`src/rtl/counter_down_reload_pkg.sv`:
```
// counter_down_reload_pkg: shared definitions for the loadable down-counter.
//   state_e  - run-control states (IDLE/RUN/DONE), 2-bit encoding
//   ST_WIDTH - width of the state encoding
package counter_down_reload_pkg;

  localparam int unsigned ST_WIDTH = 2;

  typedef enum logic [ST_WIDTH-1:0] {
    StIdle = 2'd0,
    StRun  = 2'd1,
    StDone = 2'd2
  } state_e;

endpackage

```
`src/rtl/counter_down_reload_if.sv`:
```
// counter_down_reload_if: control/status bundle of the down-counter.
//   CLR       - synchronous clear (active level set by the counter's CLEAR_VAL)
//   DCLR      - value loaded on clear
//   LOAD      - load/start strobe, active-high
//   DLOAD     - start value, also the reload value
//   EN        - count enable
//   Q, notQ   - registered count and its bitwise inverse
//   underflow - one-cycle pulse on a decrement attempted at zero
//   busy/done - run-control status
// Modports: master drives the controls, slave is the counter itself.
interface counter_down_reload_if #(
  parameter int unsigned DATA_WIDTH = 4
);

  logic                  CLR;
  logic [DATA_WIDTH-1:0] DCLR;
  logic                  LOAD;
  logic [DATA_WIDTH-1:0] DLOAD;
  logic                  EN;
  logic [DATA_WIDTH-1:0] Q;
  logic [DATA_WIDTH-1:0] notQ;
  logic                  underflow;
  logic                  busy;
  logic                  done;

  modport master (
    output CLR, DCLR, LOAD, DLOAD, EN,
    input  Q, notQ, underflow, busy, done
  );

  modport slave (
    input  CLR, DCLR, LOAD, DLOAD, EN,
    output Q, notQ, underflow, busy, done
  );

endinterface

```
`src/rtl/counter_down_reload.sv`:
```
// counter_down_reload: loadable down-counter with underflow pulse and run control.
//   C    - clock, rising edge
//   notR - asynchronous active-low reset
//   bus  - counter_down_reload_if.slave (clear/load/enable in, count/status out)
// Priority at each edge: clear > load > count. A decrement attempted at zero
// pulses underflow for one cycle and either stops in DONE (one-shot) or, with
// COUNTER_DOWN_RELOAD_AUTO_RELOAD_EN defined, reloads the last loaded value and
// keeps running. All outputs come from registers only.
module counter_down_reload
  import counter_down_reload_pkg::*;
#(
  parameter int unsigned DATA_WIDTH = 4,
  parameter bit          CLEAR_VAL  = 1'b1
) (
  input logic                C,
  input logic                notR,
  counter_down_reload_if.slave bus
);

  localparam logic [DATA_WIDTH-1:0] One = DATA_WIDTH'(1);

  state_e                state_q;
  logic [DATA_WIDTH-1:0] q_q;
  logic                  underflow_q;
  logic                  clr_act;

`ifdef COUNTER_DOWN_RELOAD_AUTO_RELOAD_EN
  logic [DATA_WIDTH-1:0] reload_q;
`endif

  assign clr_act = (bus.CLR == CLEAR_VAL);

  always_ff @(posedge C or negedge notR) begin
    if (!notR) begin
      state_q     <= StIdle;
      q_q         <= '0;
      underflow_q <= 1'b0;
`ifdef COUNTER_DOWN_RELOAD_AUTO_RELOAD_EN
      reload_q    <= '0;
`endif
    end else if (clr_act) begin
      // Clear leaves the reload value alone.
      state_q     <= StIdle;
      q_q         <= bus.DCLR;
      underflow_q <= 1'b0;
    end else if (bus.LOAD) begin
      state_q     <= StRun;
      q_q         <= bus.DLOAD;
      underflow_q <= 1'b0;
`ifdef COUNTER_DOWN_RELOAD_AUTO_RELOAD_EN
      reload_q    <= bus.DLOAD;
`endif
    end else begin
      underflow_q <= 1'b0;
      if (state_q == StRun && bus.EN) begin
        if (q_q != '0) begin
          q_q <= q_q - One;
        end else begin
          underflow_q <= 1'b1;
`ifdef COUNTER_DOWN_RELOAD_AUTO_RELOAD_EN
          q_q         <= reload_q;
`else
          // One-shot build keeps no reload copy: nothing would ever read it.
          state_q     <= StDone;
`endif
        end
      end
    end
  end

  assign bus.Q         = q_q;
  assign bus.notQ      = ~q_q;
  assign bus.underflow = underflow_q;
  assign bus.busy      = (state_q == StRun);
  assign bus.done      = (state_q == StDone);

endmodule

```
`src/flat_wrapper.sv`:
```
// flat-port wrapper written by rule: the top's interface ports become plain ports
module counter_down_reload_flat import counter_down_reload_pkg::*;
#(
  parameter int unsigned DATA_WIDTH = 4,
  parameter bit          CLEAR_VAL  = 1'b1
)
  (C, notR, bus_CLR, bus_DCLR, bus_LOAD, bus_DLOAD, bus_EN, bus_Q, bus_notQ, bus_underflow, bus_busy, bus_done);
  counter_down_reload_if #(.DATA_WIDTH(DATA_WIDTH)) bus_i ();
  input logic C;
  input logic notR;
  input wire logic [$bits(bus_i.CLR)-1:0] bus_CLR;
  input wire logic [$bits(bus_i.DCLR)-1:0] bus_DCLR;
  input wire logic [$bits(bus_i.LOAD)-1:0] bus_LOAD;
  input wire logic [$bits(bus_i.DLOAD)-1:0] bus_DLOAD;
  input wire logic [$bits(bus_i.EN)-1:0] bus_EN;
  output wire logic [$bits(bus_i.Q)-1:0] bus_Q;
  output wire logic [$bits(bus_i.notQ)-1:0] bus_notQ;
  output wire logic [$bits(bus_i.underflow)-1:0] bus_underflow;
  output wire logic [$bits(bus_i.busy)-1:0] bus_busy;
  output wire logic [$bits(bus_i.done)-1:0] bus_done;
  assign bus_i.CLR = bus_CLR;
  assign bus_i.DCLR = bus_DCLR;
  assign bus_i.LOAD = bus_LOAD;
  assign bus_i.DLOAD = bus_DLOAD;
  assign bus_i.EN = bus_EN;
  assign bus_Q = bus_i.Q;
  assign bus_notQ = bus_i.notQ;
  assign bus_underflow = bus_i.underflow;
  assign bus_busy = bus_i.busy;
  assign bus_done = bus_i.done;
  counter_down_reload #(.DATA_WIDTH(DATA_WIDTH), .CLEAR_VAL(CLEAR_VAL)) u_core (.C(C), .notR(notR), .bus(bus_i));
endmodule
```
`config.mk`:
```
export PLATFORM = sky130hd
export DESIGN_NAME = counter_down_reload_flat
export DESIGN_NICKNAME = d
export VERILOG_FILES = /design/src/rtl/counter_down_reload_pkg.sv /design/src/rtl/counter_down_reload_if.sv /design/src/rtl/counter_down_reload.sv /design/src/flat_wrapper.sv
export SDC_FILE = /design/constraint.sdc
export NUM_CORES = 1
export LEC_CHECK = 0
export ABC_AREA = 1
export BUFFER_PORTS_ARGS = -buffer_cell sky130_fd_sc_hd__buf_2
export CAP_MARGIN = 20
export CORE_AREA = 2 2 39 41
export CTS_BUF_LIST = sky130_fd_sc_hd__clkbuf_4 sky130_fd_sc_hd__clkbuf_8
export DETAILED_ROUTE_END_ITERATION = 16
export DIE_AREA = 0 0 41 43
export PLACE_DENSITY = 0.71
export SYNTH_ARGS = -nofsm -noshare
export SYNTH_HDL_FRONTEND = slang
export SYNTH_SLANG_ARGS = --single-unit
```
`constraint.sdc`:
```
create_clock -name C -period 2.5 [get_ports C]
set_input_delay 0.375 -clock C [delete_from_list [all_inputs] [get_ports C]]
set_output_delay 0.375 -clock C [all_outputs]
set_load 0.005 [all_outputs]
```
Word level (Yosys, flattened, before mapping)
Cells that the tools add are included.
Storage, ports and cells
  register bits after elaboration: 7
  input port bits: 13
  output and inout port bits: 11
  logic and storage cells: 26
Cells by class
  $add $sub $neg: 1
  equal/unequal tests: 3
  mux-type cells: 12
  bitwise logic cells: 1
  reductions and logical operators: 6
Operators by type and width (count)
  4-bit two-way mux: 4
  2-bit two-way mux: 4
  3-bit nonzero test: 2
  1-bit two-way mux: 4
  4-bit NOT: 1
  2-bit AND reduction: 2
  4-bit nonzero test: 1
  4-bit by 1-bit subtractor with 4-bit output (second input constant): 1
  3-bit != test (second input constant): 1
  2-bit by 1-bit == test with 1-bit output (second input constant): 1
  2-bit == test (second input constant): 1
  1-bit logical AND: 1

Longest topological paths before layout
Gate-level depths: netlist of the first run.
  word-level depth: 5
  depth in mapped cells: 9
  mapped depth without buffers: 9

Worst setup path before layout of the first run
No wires, ideal clock.
  kind: flip-flop to flip-flop
  start point: register u_core.q_q[0] (netlist: u_core.bus.Q[0])
  end point: register u_core.state_q[0]
  setup time: 0.124 ns
  data arrival time: 1.165 ns
  required time: 2.376 ns
  path slack: 1.211 ns
  cell stages (with the launch flop): 8
  path buffers: 0
  period minus slack after synthesis: 1.289 ns
  cells stage by stage: dfrtp_1 inv_1 ha_1 inv_1 nor2_1 nand2_1 o21ai_0 o21bai_1
On the way
  longest elaborated chain between the ends: 3
RTL lines
  start: declaration: line counter_down_reload.sv:23  | logic [DATA_WIDTH-1:0] q_q;
  start signal: assignment: line counter_down_reload.sv:44  | q_q <= bus.DCLR;
  start signal: assignment: line counter_down_reload.sv:48  | q_q <= bus.DLOAD;
  start signal: assignment: line counter_down_reload.sv:57  | q_q <= q_q - One;
  4-bit nonzero test: line counter_down_reload.sv:56  | if (q_q != '0) begin
  3-bit != test (no line)
  2-bit AND reduction (no line)
  end signal: assignment: line counter_down_reload.sv:43  | state_q <= StIdle;
  end signal: assignment: line counter_down_reload.sv:47  | state_q <= StRun;
  end signal: assignment: line counter_down_reload.sv:64  | state_q <= StDone;
  end: declaration: line counter_down_reload.sv:22  | state_e state_q;
No other way between the ends.
A chain may end at the register's enable or synchronous reset.

Worst setup path after layout of the first run
  start point: register u_core.q_q[0] (netlist: u_core.bus.Q[0])
  end point: register u_core.q_q[1] (netlist: u_core.bus.Q[1])
On the way
  longest elaborated chain between the ends: 5
  elaborated cells on any way between the ends: 8
  classes of those cells: add/sub: 1; mux: 4; reduce/logical: 3
RTL lines
  4-bit by 1-bit subtractor with 4-bit output: line counter_down_reload.sv:57
  4-bit two-way mux: line counter_down_reload.sv:56
  4-bit two-way mux: line counter_down_reload.sv:55  | if (state_q == StRun && bus.EN) begin
  4-bit two-way mux: line counter_down_reload.sv:46  | end else if (bus.LOAD) begin
  4-bit two-way mux: line counter_down_reload.sv:41  | end else if (clr_act) begin
Parallel ways exist; a longest one is shown, timed or not. The select of a mux whose other input is x is not followed.

==> results of run 1 <==
layout make-up:
cell class	instances	area share [%]
Clock buffer	4	4.89
Inverter	11	6.72
Multi-Input combinational cell	48	36.3
Sequential cell	7	28.5
Tap cell	16	3.26
Timing Repair Buffer	24	20.4
report_power, final:
group / internal, W / total, W / switching, W / leakage, nW
clock network: 0.0000720 / 0.000117 / 0.0000450 / 0.0184
registers: 0.000125 / 0.000135 / 0.0000108 / 0.0894
logic: 0.0000409 / 0.0000957 / 0.0000548 / 0.255
registers in the layout, indices dropped and copies added, names as in the netlist:
register and count:
u_core.bus.Q 4, u_core.bus.underflow 1, u_core.state_q 2
metal layers:
metal / part of all wire (%) / routed length, um
met5: 0 / 0
met4: 2.4 / 27
met3: 4.0 / 45
met2: 49 / 549
met1: 44 / 493
final timing paths:
check / startpoint / cells past startpoint / to
setup reg to reg: u_core.bus.Q[0] / 9 / u_core.bus.Q[1]
max in group asynchronous: notR / 2 / u_core.bus.Q[1]
hold reg to reg: u_core.bus.Q[0] / 2 / u_core.bus.Q[0]
setup / recovery: u_core.bus.Q[0] / 9 / u_core.bus.Q[1]
min in group asynchronous: notR / 2 / u_core.state_q[0]
hold / removal: bus_EN / 3 / u_core.bus.underflow
kinds of logic after synthesis:
kind of cell	count (synthesis)	share of synthesized area, %
AND/OR/NAND/NOR	40	37.6
buffers and inverters	11	9.40
AO/OA/AOI/OAI	7	10.3
flip-flops	7	39.9
adder cells (fa/ha/maj)	1	2.85
cell usage in the layout (no fill, tap or decap), types with 2 or more instances in the layout:
master | netlist | final
nor2_1 | 6 | 6
o21ai_0 | 2 | 2
nand3_1 | 4 | 4
buf_2 | 0 | 23
nand2_1 | 28 | 28
o21bai_1 | 2 | 2
o211ai_1 | 2 | 2
clkbuf_4 | 0 | 4
dfrtp_1 | 7 | 7
inv_1 | 11 | 11
tightest hold or removal path: cells and delay by family:
| family | cells | cell delay (ns) |
|---|---|---|
| buffers and inverters | 1 | 0.09 |
| and+or+nand+nor | 2 | 0.15 |
timing repair:
action	in CTS	in global routing
gates resized for setup	0	0
hold endpoints to repair	7	0
hold buffers	1	0
setup endpoints to repair	0	0
metrics by stage:
stage / instances / hold WS [ns] / worst slack [ns] / util (%)
after floorplan: 66 / 0.0794 / 1.21 / -
after global placement: 105 / 0.217 / 1.15 / 41.5
after detailed placement: 105 / 0.222 / 1.11 / 41.5
after CTS: 110 / 0.409 / 1.09 / 44.4
after global routing: 110 / 0.455 / 0.939 / 44.4
final: 110 / 0.410 / 1.08 / 44.4
==> run_results.csv, run 1 <==
group,metric,value,unit
route,routed-via-count,499,
worst_setup_path,r2r_slack,1.08,ns
floorplan,initial_core_util,31.7,%
worst_setup_path,worst-setup-path-type,"flop to flop",
global_routing,antenna_found_initial,0,
layout,syn_to_final_growth,39.9,%
placement,port_buffers,23,
layout,antenna_cells,0,
layout,final_cell_area,614,um2
global_routing,gr-usage-met3,3.14,%
yosys,synth-edff-count,0,
floorplan,row_count,14,
cts,postCtsSetupBuffers,0,
yosys,yosys-top-cells-area,"dfrtp_1, nand2_1, inv_1",
worst_setup_path,startpoint_type,"flop",
worst_setup_path,cpMostUsedCell,"nand2_1",
timing,rsz0062_at_grt,"false",
worst_setup_path,crit_family,"simple AND/OR/NAND/NOR gates",
cts,cts_buffers,3,
floorplan,ioPinCount,24,
yosys,postSynthNetCount,80,
layout,multiInputGateArea,223,um2
timing,period_share,57.0,%
layout,seqCellArea,175,um2
floorplan,core-area,0.00138,mm2
worst_setup_path,worst_setup_path_end_kind,"flop",
worst_setup_path,crit_fanout,4,
worst_setup_path,cp.arrival,1.56,ns
floorplan,die_y,43,um
layout,fill_cells,143,
global_routing,grt_remaining_overflow,0,
yosys,avgSynthCellArea,6.65,um2
route,firstDrtPassIters,4,
yosys,yosysTopAreaCellShare,39.9,%
status,run_status,"finished clean",
route,drtAntennaViolNets,0,
floorplan,die_x,41,um
route,wl_per_cell,10.1,um
cts,clk_pin_slew_worst_paths,0.06,ns
floorplan,die-area,0.00176,mm2
worst_hold_path,worstHoldPathType,"primary input to flop",
global_routing,grt_pass1_wl,1880,um
timing,worst_pin_slew,0.311,ns
route,drtIter0Drc,10,
yosys,yosysWarnings,0,
worst_setup_path,path_cells,"inv_1 -> ha_1 -> inv_1 -> nor2_1 -> nand2_1 -> nand2_1 -> nand2_1 -> nand2_1 -> nand2_1",
global_routing,track_usage,15.7,%
yosys,netlist_area,439,um2
global_routing,grt_pass1_vias,475,
timing,fmaxAchievable,702,MHz
worst_setup_path,critPathSlowestCell,"dfrtp_1",
layout,nets,109,
cts,cts_tree,"built",
global_routing,globalRouteMet2Util,24.7,%
yosys,ys_async_sr_fraction,100,%
pwr,power.density,567,mW/mm2
global_routing,top_usage_layer,"met2",
yosys,synth_cell_types,12,
cts,cts_buffer_depth,2,
timing,worst_clock_skew,0.0103,ns
run,maxCapViolCount,0,
worst_setup_path,critPathBufInv,2,
worst_setup_path,critPathRequiredTime,2.64,ns
placement,routabilityCongestion,0.837,
placement,hpwl,938,um
yosys,ys_dominant_reg_cell,"dfrtp_1",
layout,drive_gt1_share,30.9,%
cts,clk_latency,0.26,ns
timing,tns,0,ns
yosys,yosysSeqAreaShare,39.9,%
cts,numClockSinks,7,
cts,cts-root-buf,"clkbuf_4",
timing,final_hold_viol_count,0,
yosys,ys_seq_elements,7,
worst_setup_path,max_stage_delay,0.40,ns
route,viasPerCell,4.54,
yosys,synth_commonest_cells,"nand2_1, inv_1, dfrtp_1",
pwr,ir_worst_vdd,210,uV
timing,setup_viol,0,
yosys,postSynthCellCount,66,
yosys,yosysMostFrequentCell,"nand2_1",
timing,period_minus_slack,1.42,ns
timing,final_max_slew_viol_count,0,
timing,slew_headroom,79.2,%
global_routing,grt_max_degree,8,
route,drc,0,
placement,placed_area,574,um2
cts,htreeDepth,1,
pwr,leakagePower,0.363,nW
route,routed_wl,1120,um
global_routing,grtUsageMet1,19.2,%
yosys,yosysTopAreaCell,"dfrtp_1",
pwr,fin_total_pwr,0.000348,W
No activity file was read; power rests on OpenSTA's default activity.
==> inputs of run 2 (changes only) <==
--- a/config.mk
+++ b/config.mk
@@ -12,7 +12,7 @@
 export CTS_BUF_LIST = sky130_fd_sc_hd__clkbuf_4 sky130_fd_sc_hd__clkbuf_8
 export DETAILED_ROUTE_END_ITERATION = 16
 export DIE_AREA = 0 0 41 43
-export PLACE_DENSITY = 0.71
+export PLACE_DENSITY = 0.74
 export SYNTH_ARGS = -nofsm -noshare
 export SYNTH_HDL_FRONTEND = slang
 export SYNTH_SLANG_ARGS = --single-unit
==> constraint.sdc (replaced) <==
create_clock -name C -period 1.3 [get_ports C]
set_input_delay 0.195 -clock C [delete_from_list [all_inputs] [get_ports C]]
set_output_delay 0.195 -clock C [all_outputs]
set_load 0.005 [all_outputs]
==> run_results.csv, run 2 (same netlist as run 1, synthesis figures left out) <==
group,metric,value,unit
layout,antenna_cells,0,
global_routing,grt_pass1_vias,439,
floorplan,die_y,43,um
route,viasPerCell,4.45,
cts,cts_buffers,3,
cts,clk_latency,0.26,ns
timing,holdWs,0.236,ns
floorplan,ioPinCount,24,
route,drtIter0Drc,9,
layout,drive_gt1_share,41.2,%
cts,cts_tree,"built",
layout,largest_register_ffs,4,
worst_hold_path,min_to,"u_core.bus.underflow",
timing,setup_viol,0,
layout,seqCellArea,175,um2
worst_hold_path,holdCritStartpoint,"bus_EN",
global_routing,grt_remaining_overflow,0,
cts,htreeDepth,1,
layout,multiInputGateArea,258,um2
layout,syn_to_final_growth,53.0,%
worst_setup_path,reg2reg_depth,8,
worst_setup_path,timing.rr.start,"u_core.bus.Q[0]",
pwr,ir_worst_vdd,392,uV
layout,final_cell_mix,"nand2_1, buf_2, inv_1",
floorplan,row_count,14,
worst_setup_path,r2r_slack,0.07,ns
worst_setup_path,crit_fanout,3,
worst_hold_path,hold_depth,3,
global_routing,grt_pass1_wl,1700,um
placement,routabilityCongestion,0.840,
worst_setup_path,worst-setup-path-type,"flop to flop",
floorplan,core-area,0.00138,mm2
placement,hpwl,954,um
global_routing,grt_max_degree,8,
placement,placed_area,597,um2
worst_setup_path,rr_endpoint,"u_core.bus.Q[0]",
worst_setup_path,critPathRequiredTime,1.50,ns
timing,slew_headroom,81.5,%
route,routed_wl,1140,um
cts,cts-root-buf,"clkbuf_4",
status,run_status,"finished clean",
timing,worst_clock_skew,0.00276,ns
placement,port_buffers,23,
layout,final_cell_area,672,um2
layout,nets,112,
timing,period_minus_slack,1.23,ns
layout,final_common_cell,"nand2_1",
floorplan,initial_core_util,31.7,%
worst_setup_path,worst_setup_path_end_kind,"flop",
cts,clk_pin_slew_worst_paths,0.06,ns
timing,fmaxAchievable,810,MHz
route,drtAntennaViolNets,0,
floorplan,die-area,0.00176,mm2
route,wl_per_cell,10.1,um
timing,final_max_slew_viol_count,0,
layout,fill_cells,150,
run,maxCapViolCount,0,
global_routing,antenna_found_initial,0,
worst_setup_path,startpoint_type,"flop",
route,drc,0,
cts,numClockSinks,7,
timing,final_hold_viol_count,0,
cts,cts_buffer_depth,2,
timing,worst_pin_slew,0.277,ns
pwr,power.density,1080,mW/mm2
cts,postCtsSetupBuffers,0,
pwr,leakagePower,0.380,nW
floorplan,die_x,41,um
worst_hold_path,worstHoldPathType,"primary input to flop",
route,firstDrtPassIters,4,
worst_setup_path,cp-startpoint,"u_core.bus.Q[0]",
timing,period_share,95.0,%
worst_setup_path,cp.arrival,1.43,ns
route,routed-via-count,503,
global_routing,track_usage,14.8,%
[run 2: cell types whose count changed in the layout (fill, tap and decap cells not counted), sizes merged]
cell,delta
buf,+3
[run 2: routing by layer]
layer | track usage [%] | share of wire [%]
met5 | 0 | 0
met4 | 10.0 | 2.5
met3 | 3.14 | 4.6
met2 | 23.1 | 50
met1 | 16.9 | 43
[run 2: worst max-delay path by stage]
stage / end / depth (start not counted) / slack (ns)
after floorplan: u_core.state_q[0] / 7 / 0.01
after global placement: u_core.state_q[1] / 7 / 0.003
after detailed placement: u_core.state_q[1] / 7 / -0.04
after CTS: u_core.bus.Q[2] / 9 / 0.02
after global routing: u_core.bus.Q[2] / 9 / -0.008
final: u_core.bus.Q[0] / 8 / 0.07
[run 2: power breakdown]
group / internal [W] / switching, W / leakage [nW] / total [W]
combinational: 0.000110 / 0.000127 / 0.272 / 0.000237
clock: 0.000139 / 0.0000893 / 0.0184 / 0.000228
sequential: 0.000240 / 0.0000182 / 0.0894 / 0.000258
[run 2: timing repair]
item	CTS	global route
pin swaps	0	4
setup endpoints to repair	6	6
resized for setup	2	10
hold buffers	1	0
hold endpoints to repair	7	0
[run 2: cell type report]
cell class                 count  area share [%]
inverter                      11            6.15
timing repair buffer          27            22.0
sequential                     7            26.1
multi-input combinational     48            38.4
tap                           16            2.98
clock buffer                   4            4.47
[run 2: worst max-delay path, cell delays in order (launching register included)]
cell	delay, ns
dfrtp_1	0.39
inv_2	0.09
ha_4	0.13
inv_2	0.04
nor2_4	0.12
nand3_1	0.09
o21ai_1	0.16
nand2_1	0.08
nand2_1	0.07
[run 2: metrics by stage]
step / std cells / util, % / total power [W] / setup WS [ns] / TNS, ns
6_report: 113 / 48.6 / 0.000723 / 0.0655 / 0
5_1_grt: 113 / 48.6 / 0.000777 / -0.00783 / -0.00783
4_1_cts: 113 / 46.2 / 0.000704 / 0.0222 / 0
3_5_place_dp: 108 / 43.1 / 0.000467 / -0.0431 / -0.138
3_3_place_gp: 108 / 43.1 / 0.000460 / 0.00342 / 0
2_1_floorplan: 66 / - / 0.000358 / 0.0108 / 0
